$ cat config.mk
export PLATFORM = sky130hd
export DESIGN_NAME = mem_ctrl_flat
export DESIGN_NICKNAME = d
export VERILOG_FILES = /design/src/rtl/mem_ctrl_pkg.sv /design/src/rtl/mem_ctrl_if.sv /design/src/rtl/mem_ctrl.sv /design/src/flat_wrapper.sv
export SDC_FILE = /design/constraint.sdc
export NUM_CORES = 1
export LEC_CHECK = 0
export CAP_MARGIN = 10
export CORE_MARGIN = 1
export CORE_UTILIZATION = 45
export DETAILED_ROUTE_END_ITERATION = 7
export GPL_TIMING_DRIVEN = 1
export PLACE_DENSITY = 0.79
export SETUP_SLACK_MARGIN = 0.02
export SYNTH_ARGS = -nofsm -noshare
export SYNTH_HDL_FRONTEND = slang
export SYNTH_SLANG_ARGS = --single-unit
$ cat constraint.sdc
create_clock -name clk -period 3.5 [get_ports clk]
set_input_delay 0.35 -clock clk [delete_from_list [all_inputs] [get_ports clk]]
set_output_delay 0.35 -clock clk [all_outputs]
set_load 0.1 [all_outputs]
$ cat src/rtl/mem_ctrl_pkg.sv
// Shared configuration for the byte-serial memory controller: state and owner
// encodings, IO region selector, data-length constants and a byte-lane helper.
package mem_ctrl_pkg;

    typedef enum logic [1:0] {
        ST_IDLE  = 2'd0,
        ST_READ  = 2'd1,
        ST_WRITE = 2'd2,
        ST_DONE  = 2'd3
    } state_t;

    typedef enum logic {
        OWN_IF  = 1'b0,
        OWN_MEM = 1'b1
    } owner_t;

    localparam logic [1:0]  IO_SEL_DEFAULT = 2'b11;

    localparam logic [2:0]  LEN_BYTE = 3'd1;
    localparam logic [2:0]  LEN_HALF = 3'd2;
    localparam logic [2:0]  LEN_WORD = 3'd4;

    localparam logic        ENABLE    = 1'b1;
    localparam logic        DISABLE   = 1'b0;
    localparam logic [31:0] ZERO_WORD = 32'h0000_0000;

    function automatic logic [7:0] get_byte(input logic [31:0] word, input logic [2:0] idx);
        return word[{idx[1:0], 3'b000} +: 8];
    endfunction

endpackage

$ cat src/rtl/mem_ctrl_if.sv
// Request/response and RAM bus signals of the memory controller; the slave
// modport is the controller's view, the master modport the requester/RAM side.
interface mem_ctrl_if;

    logic        if_enable_i;
    logic [31:0] if_addr_i;
    logic        if_finished_o;
    logic [31:0] if_inst_o;
    logic        mem_enable_i;
    logic        mem_rw_sel_i;
    logic [31:0] mem_addr_i;
    logic [2:0]  mem_data_len_i;
    logic [31:0] mem_data_i;
    logic        mem_finished_o;
    logic [31:0] mem_data_o;
    logic        if_busy_o;
    logic        mem_busy_o;
    logic [7:0]  mem_din;
    logic [7:0]  mem_dout;
    logic [31:0] mem_a;
    logic        mem_wr;
    logic        io_buffer_full;

    modport slave (
        input  if_enable_i, if_addr_i, mem_enable_i, mem_rw_sel_i, mem_addr_i,
               mem_data_len_i, mem_data_i, mem_din, io_buffer_full,
        output if_finished_o, if_inst_o, mem_finished_o, mem_data_o,
               if_busy_o, mem_busy_o, mem_dout, mem_a, mem_wr
    );

    modport master (
        output if_enable_i, if_addr_i, mem_enable_i, mem_rw_sel_i, mem_addr_i,
               mem_data_len_i, mem_data_i, mem_din, io_buffer_full,
        input  if_finished_o, if_inst_o, mem_finished_o, mem_data_o,
               if_busy_o, mem_busy_o, mem_dout, mem_a, mem_wr
    );

endinterface

$ cat src/rtl/mem_ctrl.sv
// Arbitrates IF fetches against MEM loads/stores and serialises each request
// into 1-4 byte cycles on the RAM/IO bus, assembling little-endian words.
module mem_ctrl
    import mem_ctrl_pkg::*;
#(
    parameter logic [1:0] IO_SEL = IO_SEL_DEFAULT
) (
    input  logic      clk,
    input  logic      rst,
    input  logic      rdy,
    mem_ctrl_if.slave bus
);

    state_t      r_state;
    owner_t      r_owner;
    logic [31:0] r_addr;
    logic [2:0]  r_n;
    logic [31:0] r_data;
    logic [2:0]  r_k;
    logic [31:0] r_buf;

    state_t      w_next_state;
    logic [31:0] w_mem_a;
    logic        w_mem_wr;
    logic [7:0]  w_mem_dout;
    logic        w_io_stall;
    logic [2:0]  w_cap_idx;
    logic        w_done;
    logic        w_busy;

    // State register; rdy low freezes the FSM.
    always_ff @(posedge clk or posedge rst) begin
        if (rst) begin
            r_state <= ST_IDLE;
        end else if (rdy) begin
            r_state <= w_next_state;
        end else begin
            r_state <= r_state;
        end
    end

    // Next-state and bus drive decode.
    always_comb begin
        w_next_state = r_state;
        w_mem_a      = ZERO_WORD;
        w_mem_wr     = DISABLE;
        w_mem_dout   = 8'h00;
        w_io_stall   = (r_addr[17:16] == IO_SEL) && bus.io_buffer_full;
        w_cap_idx    = r_k - 3'd1;
        case (r_state)
            ST_IDLE: begin
                if (bus.mem_enable_i) begin
                    w_next_state = bus.mem_rw_sel_i ? ST_WRITE : ST_READ;
                end else if (bus.if_enable_i) begin
                    w_next_state = ST_READ;
                end else begin
                    w_next_state = ST_IDLE;
                end
            end
            ST_READ: begin
                // Address phase runs one cycle ahead of capture, so r_k reaches r_n
                // in the cycle the last byte arrives.
                if (r_k < r_n) begin
                    w_mem_a = r_addr + {29'd0, r_k};
                end else begin
                    w_mem_a = ZERO_WORD;
                end
                if (r_k == r_n) begin
                    w_next_state = ST_DONE;
                end else begin
                    w_next_state = ST_READ;
                end
            end
            ST_WRITE: begin
                w_mem_a    = r_addr + {29'd0, r_k};
                w_mem_dout = get_byte(r_data, r_k);
                if (w_io_stall) begin
                    w_mem_wr     = DISABLE;
                    w_next_state = ST_WRITE;
                end else if (r_k == (r_n - 3'd1)) begin
                    w_mem_wr     = ENABLE;
                    w_next_state = ST_DONE;
                end else begin
                    w_mem_wr     = ENABLE;
                    w_next_state = ST_WRITE;
                end
            end
            ST_DONE: begin
                w_next_state = ST_IDLE;
            end
            default: begin
                w_next_state = ST_IDLE;
            end
        endcase
    end

    // Request latch, byte counter and read-assembly buffer.
    always_ff @(posedge clk or posedge rst) begin
        if (rst) begin
            r_owner <= OWN_IF;
            r_addr  <= ZERO_WORD;
            r_n     <= 3'd0;
            r_data  <= ZERO_WORD;
            r_k     <= 3'd0;
            r_buf   <= ZERO_WORD;
        end else if (rdy) begin
            case (r_state)
                ST_IDLE: begin
                    if (bus.mem_enable_i) begin
                        r_owner <= OWN_MEM;
                        r_addr  <= bus.mem_addr_i;
                        r_n     <= bus.mem_rw_sel_i ? (bus.mem_data_len_i + 3'd1) : bus.mem_data_len_i;
                        r_data  <= bus.mem_data_i;
                        r_k     <= 3'd0;
                        r_buf   <= ZERO_WORD;
                    end else if (bus.if_enable_i) begin
                        r_owner <= OWN_IF;
                        r_addr  <= bus.if_addr_i;
                        r_n     <= LEN_WORD;
                        r_data  <= ZERO_WORD;
                        r_k     <= 3'd0;
                        r_buf   <= ZERO_WORD;
                    end else begin
                        r_k     <= 3'd0;
                    end
                end
                ST_READ: begin
                    if (r_k != 3'd0) begin
                        r_buf[{w_cap_idx[1:0], 3'b000} +: 8] <= bus.mem_din;
                    end else begin
                        r_buf <= r_buf;
                    end
                    if (r_k != r_n) begin
                        r_k <= r_k + 3'd1;
                    end else begin
                        r_k <= r_k;
                    end
                end
                ST_WRITE: begin
                    if (!w_io_stall) begin
                        r_k <= r_k + 3'd1;
                    end else begin
                        r_k <= r_k;
                    end
                end
                ST_DONE: begin
                    r_k <= 3'd0;
                end
                default: begin
                    r_k <= 3'd0;
                end
            endcase
        end else begin
            r_k <= r_k;
        end
    end

    assign w_done = (r_state == ST_DONE);
    assign w_busy = (r_state != ST_IDLE);

    assign bus.mem_a          = w_mem_a;
    assign bus.mem_wr         = w_mem_wr & rdy;
    assign bus.mem_dout       = w_mem_dout;
    assign bus.if_finished_o  = w_done && (r_owner == OWN_IF);
    assign bus.mem_finished_o = w_done && (r_owner == OWN_MEM);
    assign bus.if_inst_o      = (w_done && (r_owner == OWN_IF))  ? r_buf : ZERO_WORD;
    assign bus.mem_data_o     = (w_done && (r_owner == OWN_MEM)) ? r_buf : ZERO_WORD;
    assign bus.if_busy_o      = w_busy && (r_owner == OWN_IF);
    assign bus.mem_busy_o     = w_busy && (r_owner == OWN_MEM);

endmodule

$ cat src/flat_wrapper.sv
// flat-port wrapper written by rule: the top's interface ports become plain ports
module mem_ctrl_flat import mem_ctrl_pkg::*;
#(
    parameter logic [1:0] IO_SEL = IO_SEL_DEFAULT
)
  (clk, rst, rdy, bus_if_enable_i, bus_if_addr_i, bus_mem_enable_i, bus_mem_rw_sel_i, bus_mem_addr_i, bus_mem_data_len_i, bus_mem_data_i, bus_mem_din, bus_io_buffer_full, bus_if_finished_o, bus_if_inst_o, bus_mem_finished_o, bus_mem_data_o, bus_if_busy_o, bus_mem_busy_o, bus_mem_dout, bus_mem_a, bus_mem_wr);
  mem_ctrl_if bus_i ();
  input  logic clk;
  input  logic rst;
  input  logic rdy;
  input wire logic [$bits(bus_i.if_enable_i)-1:0] bus_if_enable_i;
  input wire logic [$bits(bus_i.if_addr_i)-1:0] bus_if_addr_i;
  input wire logic [$bits(bus_i.mem_enable_i)-1:0] bus_mem_enable_i;
  input wire logic [$bits(bus_i.mem_rw_sel_i)-1:0] bus_mem_rw_sel_i;
  input wire logic [$bits(bus_i.mem_addr_i)-1:0] bus_mem_addr_i;
  input wire logic [$bits(bus_i.mem_data_len_i)-1:0] bus_mem_data_len_i;
  input wire logic [$bits(bus_i.mem_data_i)-1:0] bus_mem_data_i;
  input wire logic [$bits(bus_i.mem_din)-1:0] bus_mem_din;
  input wire logic [$bits(bus_i.io_buffer_full)-1:0] bus_io_buffer_full;
  output wire logic [$bits(bus_i.if_finished_o)-1:0] bus_if_finished_o;
  output wire logic [$bits(bus_i.if_inst_o)-1:0] bus_if_inst_o;
  output wire logic [$bits(bus_i.mem_finished_o)-1:0] bus_mem_finished_o;
  output wire logic [$bits(bus_i.mem_data_o)-1:0] bus_mem_data_o;
  output wire logic [$bits(bus_i.if_busy_o)-1:0] bus_if_busy_o;
  output wire logic [$bits(bus_i.mem_busy_o)-1:0] bus_mem_busy_o;
  output wire logic [$bits(bus_i.mem_dout)-1:0] bus_mem_dout;
  output wire logic [$bits(bus_i.mem_a)-1:0] bus_mem_a;
  output wire logic [$bits(bus_i.mem_wr)-1:0] bus_mem_wr;
  assign bus_i.if_enable_i = bus_if_enable_i;
  assign bus_i.if_addr_i = bus_if_addr_i;
  assign bus_i.mem_enable_i = bus_mem_enable_i;
  assign bus_i.mem_rw_sel_i = bus_mem_rw_sel_i;
  assign bus_i.mem_addr_i = bus_mem_addr_i;
  assign bus_i.mem_data_len_i = bus_mem_data_len_i;
  assign bus_i.mem_data_i = bus_mem_data_i;
  assign bus_i.mem_din = bus_mem_din;
  assign bus_i.io_buffer_full = bus_io_buffer_full;
  assign bus_if_finished_o = bus_i.if_finished_o;
  assign bus_if_inst_o = bus_i.if_inst_o;
  assign bus_mem_finished_o = bus_i.mem_finished_o;
  assign bus_mem_data_o = bus_i.mem_data_o;
  assign bus_if_busy_o = bus_i.if_busy_o;
  assign bus_mem_busy_o = bus_i.mem_busy_o;
  assign bus_mem_dout = bus_i.mem_dout;
  assign bus_mem_a = bus_i.mem_a;
  assign bus_mem_wr = bus_i.mem_wr;
  mem_ctrl #(.IO_SEL(IO_SEL)) u_core (.clk(clk), .rst(rst), .rdy(rdy), .bus(bus_i));
endmodule
Word-level counts from Yosys, hierarchy flattened:

Cells that the tools add are included.

* register bits: 105
* bits in latches: 0
* bits in writable memories: 0
* memory bits (read-only): 0
* bits of input ports: 114
* output and inout bits: 109
* memories: 0

* add/subtract/negate cells: 6
* multipliers: 0
* divide/modulo/power cells: 0
* order comparisons: 1
* equality and inequality tests: 11
* shifts and indexed selects: 3
* muxes and demuxes: 30
* bitwise gates (word level): 2
* reductions and logical operators: 14

Operators with widths (number)
* 32-bit two-way mux: 9
* 32-bit case mux with 2 select lines: 2
* 32-bit by 3-bit adder with 32-bit output: 1
* 32-bit bitwise mux: 1
* 8-bit by 7-bit variable shift with 32-bit output (first input constant): 1
* 32-bit by 6-bit variable part select with 8-bit output: 1
* 8-bit by 7-bit variable part select with 32-bit output: 1
* 3-bit two-way mux: 5
* 3-bit case mux with 3 select lines: 1
* 2-bit two-way mux: 4
* 8-bit two-way mux: 1
* 2-bit case mux with 4 select lines: 1
* 5-bit negator with 7-bit output: 1
* 3-bit by 1-bit adder with 3-bit output (second input constant): 2
* 2-bit equality test (second input constant): 3
* 3-bit equality test: 2
* 1-bit two-way mux: 6
* 3-bit AND reduction: 2
* 2-bit nonzero test: 3
* 1-bit logical AND: 5
* 2-bit by 1-bit inequality test with 1-bit output (second input constant): 2
* 4-bit AND reduction: 1
* 3-bit less-than comparator: 1
* 3-bit inequality test: 1
* other kinds (10): 10

Depth between registers and ports, before layout:

* depth in word-level cells: 6
* gate-level depth with buffers: 9
* gate-level depth less buffers: 7

Worst setup path after synthesis:

Ideal clock, no wire load.

* path type: register -> output
* start point: reg u_core.r_k[1]
* end point: out bus_mem_a[18]
* data arrival time: 3.713 ns
* path slack: -0.563 ns
* stages on the path, launching flop included: 9
* buffers on the path: 2
* path through: dfrtp_1 -> buf_2 -> inv_1 -> fa_1 -> and2b_1 -> o211ai_4 -> buf_6 -> or4_1 -> a21oi_1

* longest elaborated chain between the ends: 3
* elaborated cells between the ends (all ways): 4

Ends and longest elaborated chain
* from (decl): line mem_ctrl.sv:19 `logic [2:0] r_k;`
* from (signal assigned): line mem_ctrl.sv:134 `r_k <= r_k + 3'd1;`
* from (signal assigned): line mem_ctrl.sv:136 `r_k <= r_k;`
* from (signal assigned): line mem_ctrl.sv:141 `r_k <= r_k + 3'd1;`
* 32-bit by 3-bit adder with 32-bit output or 3-bit less-than comparator (tied branches): line mem_ctrl.sv:64, mem_ctrl.sv:75, mem_ctrl.sv:63
* 32-bit two-way mux: line mem_ctrl.sv:63 `if (r_k < r_n) begin`
* 32-bit case mux with 2 select lines *: line mem_ctrl.sv:50 `case (r_state)`
* to (decl): line flat_wrapper.sv:27 `output wire logic [$bits(bus_i.mem_a)-1:0] bus_mem_a;`

Every way passes the cells marked *; elsewhere a longest branch is shown, timed or not.

Final worst setup path:

* start point: reg u_core.r_k[1]
* end point: out bus_mem_a[22]

The elaborated chain is that of the path after synthesis.

==> summary.txt <==
GRT
  • Initial antenna violation count: 0
  • Met2 usage in global routing: 41.5%
  • Global route hottest layer: met2
  • Vias in the first global route: 5758
  • Met3 GRT Util: around 4.7%
  • Grt met1 use: 32.5%
  • Largest net degree at the start of global routing: 67
  • Grt ovf: 0
  • First-pass GRT wire length: just under 30000 um
  • Overall routing resource usage: 25.3%

Setup path
  • CP top delay family: simple AND/OR/NAND/NOR gates
  • WP buf/inv: 3
  • Slowest stage cell, crit path: or4_1
  • CP Launch Type: flip-flop
  • Crit end category: output port
  • Cell Chain, Critical Path: buf_4 -> inv_1 -> fa_1 -> and2b_2 -> o211ai_4 -> or4_1 -> a21oi_1 -> buf_12
  • Worst Path Max Fanout: 11
  • Arrival time worst endpoint: 3.00 ns
  • Worst endpoint required time: 3.15 ns
  • Largest stage delay, worst path: 0.54 ns
  • Setup CP Type: flip-flop to output port

Power
  • Leakage Power: around 4.3 nW
  • NetSw: approximately 0.0034 W
  • Comb pwr share: 55.5%
  • Pwr Total: 0.00685 W
  • Sw Share: 50.1%
  • Clock power frac: between 10% and 20%
  • Int Pwr: 0.00342 W
  • IR drop worst, VDD: 441 uV
  • Flop pwr share: slightly above 30%
  • Power per cell area: around 700 mW/mm^2

Logic synthesis
  • Most area-consuming cells after synthesis: dfrtp_1 40%, nand2_1 8.4%, o21ai_0 8.3%
  • Unique masters post-synth: between 50 and 60
  • Share of the yosys chip area belonging to registers: 40.1%
  • Ys Warns: 0
  • Yosys reg bits: 105
  • Mapped Nets: 885
  • EDFF count, synth: 0
  • Synth Flop Type: dfrtp_1
  • Post-synth top cells: 147 x nand2_1, 109 x o21ai_0, 105 x dfrtp_1
  • Mapped Cells: ~750
  • Ys async rst share: 100%
  • Post-synth top area cell: dfrtp_1
  • Cell area after synthesis: 0.00655 mm^2
  • Share of the synthesized area in the top cell type: between 40% and 50%
  • Cell with the most instances after synthesis: nand2_1
  • Syn avg cell area: 8.70 um^2

Final layout
  • Share of post-route cells with drive strength above 1: roughly a fifth
  • # diodes: 0
  • Fill count: 1105
  • Synthesis-to-layout area growth: 48.9%
  • Fin nets: between 1000 and 1500
  • Multi-input gate area: 0.00370 mm^2
  • Register Area: 0.00263 mm^2

Placement
  • HPWL after DPL: 13800 um
  • Port Buffers: approximately 220
  • Final Wtd Congestion: 0.844

Route
  • Post-DR wirelength/cell: 16.6 um
  • Via density: 5.53
  • Total Wirelength: 18700 um
  • # DRC: 0
  • Drt pass-1 iters: 5
  • Vias: between 6000 and 7000
  • Starting DRT DRC Count: 404
  • Routed Antenna Nets: 0

Die
  • Initial Util: 46.6%
  • DIE AREA: 0.0150 mm^2
  • Die width: 123 um
  • Core Rows: 43
  • Core footprint: ~0.014 mm^2
  • Ports: 223
  • Die Height: 123 um

STA
  • Clk_skew: 0.00521 ns
  • Final min period: 3.35 ns
  • Slew Viols, Final: 0
  • Setup violations, final: 0
  • Max Freq: between 200 and 300 MHz
  • Hold Vio Cnt, Final: 0
  • TNS Setup: 0 ns
  • RSZ-0062 raised after global routing: no
  • Max-slew headroom: 22.6%
  • Slew @ Worst Pin: 1.16 ns
  • Period utilization: 95.7%

Clock network
  • H-Tree Depth: 3
  • Clock Tree Buf Depth: 2
  • # hold bufs at CTS: 0
  • Sink Count: 105
  • Clk_lat worst skew: 0.35 ns
  • CTS Buf Count: 9
  • Root Buffer: clkbuf_16
  • Clk pin slew, worst setup/hold paths: 0.07 ns
  • CTS tree: built

Min path
  • Hold Crit Class: primary input to flip-flop

Flow run
  • Maxcap violations: 0

Outcome
  • Outcome: complete, no violations
-- cell type report --
class	instances	share of cell area (%)
Multi-Input combinational cell	575	37.9
Timing Repair Buffer	233	29.3
Sequential cell	105	26.9
Clock buffer	10	2.35
Tap cell	180	2.31
Inverter	17	0.680
Clock inverter	6	0.513
-- cell usage in the layout, fill, tap and decap left out, drive strengths merged, types with 6 or more instances in the layout --
cell type      netlist  routed
nand2              147     147
buf                 20     121
clkdlybuf4s50        0     112
o21ai              109     109
dfrtp              105     105
o31ai               45      45
and2                42      42
and3                38      38
mux2i               34      34
a21oi               28      28
inv                 17      20
ha                  17      17
or4                 15      15
nor2                14      14
clkbuf              37      10
nand3                9       9
nand4                9       9
mux4                 8       8
xnor2                7       7
or3                  6       6
-- flip-flops by register name, indices dropped and copies added, names as in the netlist --
name / flops
u_core.r_buf: 32
u_core.r_addr: 32
u_core.r_n: 3
u_core.r_data: 32
u_core.r_state: 2
u_core.r_k: 3
u_core.r_owner: 1
-- layer usage --
metal	wire length, um	up-vias
met4	649	0
li1	-	3057
met5	0	-
met2	8910	231
met3	1240	41
met1	7920	2903
-- repair_timing --
item / 4_1_cts / 5_1_grt
endpoints found under the setup margin: 0 / 8
gates resized for setup: 0 / 3
setup buffers: 0 / 0
-- cell families after synthesis --
logic type	share of synthesized area, %
xor gates and xnor gates	1.60
AOI/OAI and AO/OA	18.5
muxes	8.12
and+or+nand+nor	23.4
adders and majority gates	3.55
buffers and inverters	4.70
DFF	40.1
-- power groups by stage --
stage	Clock, W	Sequential [W]	Combinational [W]
4_1_cts	0.000981	0.00208	0.00381
2_1_floorplan	0	0.00191	0.00273
3_3_place_gp	0	0.00206	0.00372
3_5_place_dp	0	0.00209	0.00380
5_1_grt	0.00103	0.00214	0.00409
6_report	0.000960	0.00209	0.00381
-- path summary, 6_finish.rpt --
check                                        from                 to  slack, ns  cells after the start
worst min-delay path             bus_mem_enable_i  u_core.r_addr[21]       0.41                      3
worst max-delay path                u_core.r_k[1]      bus_mem_a[22]       0.15                      8
max in group asynchronous                     rst  u_core.r_data[18]       2.36                      3
worst min register to register  u_core.r_data[28]  u_core.r_data[28]       0.48                      2
worst max register to register  u_core.r_state[1]   u_core.r_buf[11]       0.72                      7
min in group asynchronous                     rst  u_core.r_addr[23]       0.43                      2
-- tightest hold or removal path: cells and delay by family --
kind	cells	cell delay, ns
compound gates	1	0.12
buf+inv	1	0.16
mux	1	0.08
-- stage by stage --
stage          cell area (um^2)  hold WS [ns]  util (%)  cells  setup WS [ns]
2_1_floorplan              6590         0.445         -    753         -0.453
3_3_place_gp               9450         0.458      67.3   1109          0.558
3_5_place_dp               9450         0.465      67.3   1109          0.458
4_1_cts                    9730         0.408      69.3   1125         0.0357
5_1_grt                    9750         0.456      69.4   1126         0.0259
6_report                   9750         0.405      69.4   1126          0.150
No activity file was read; power rests on OpenSTA's default activity.
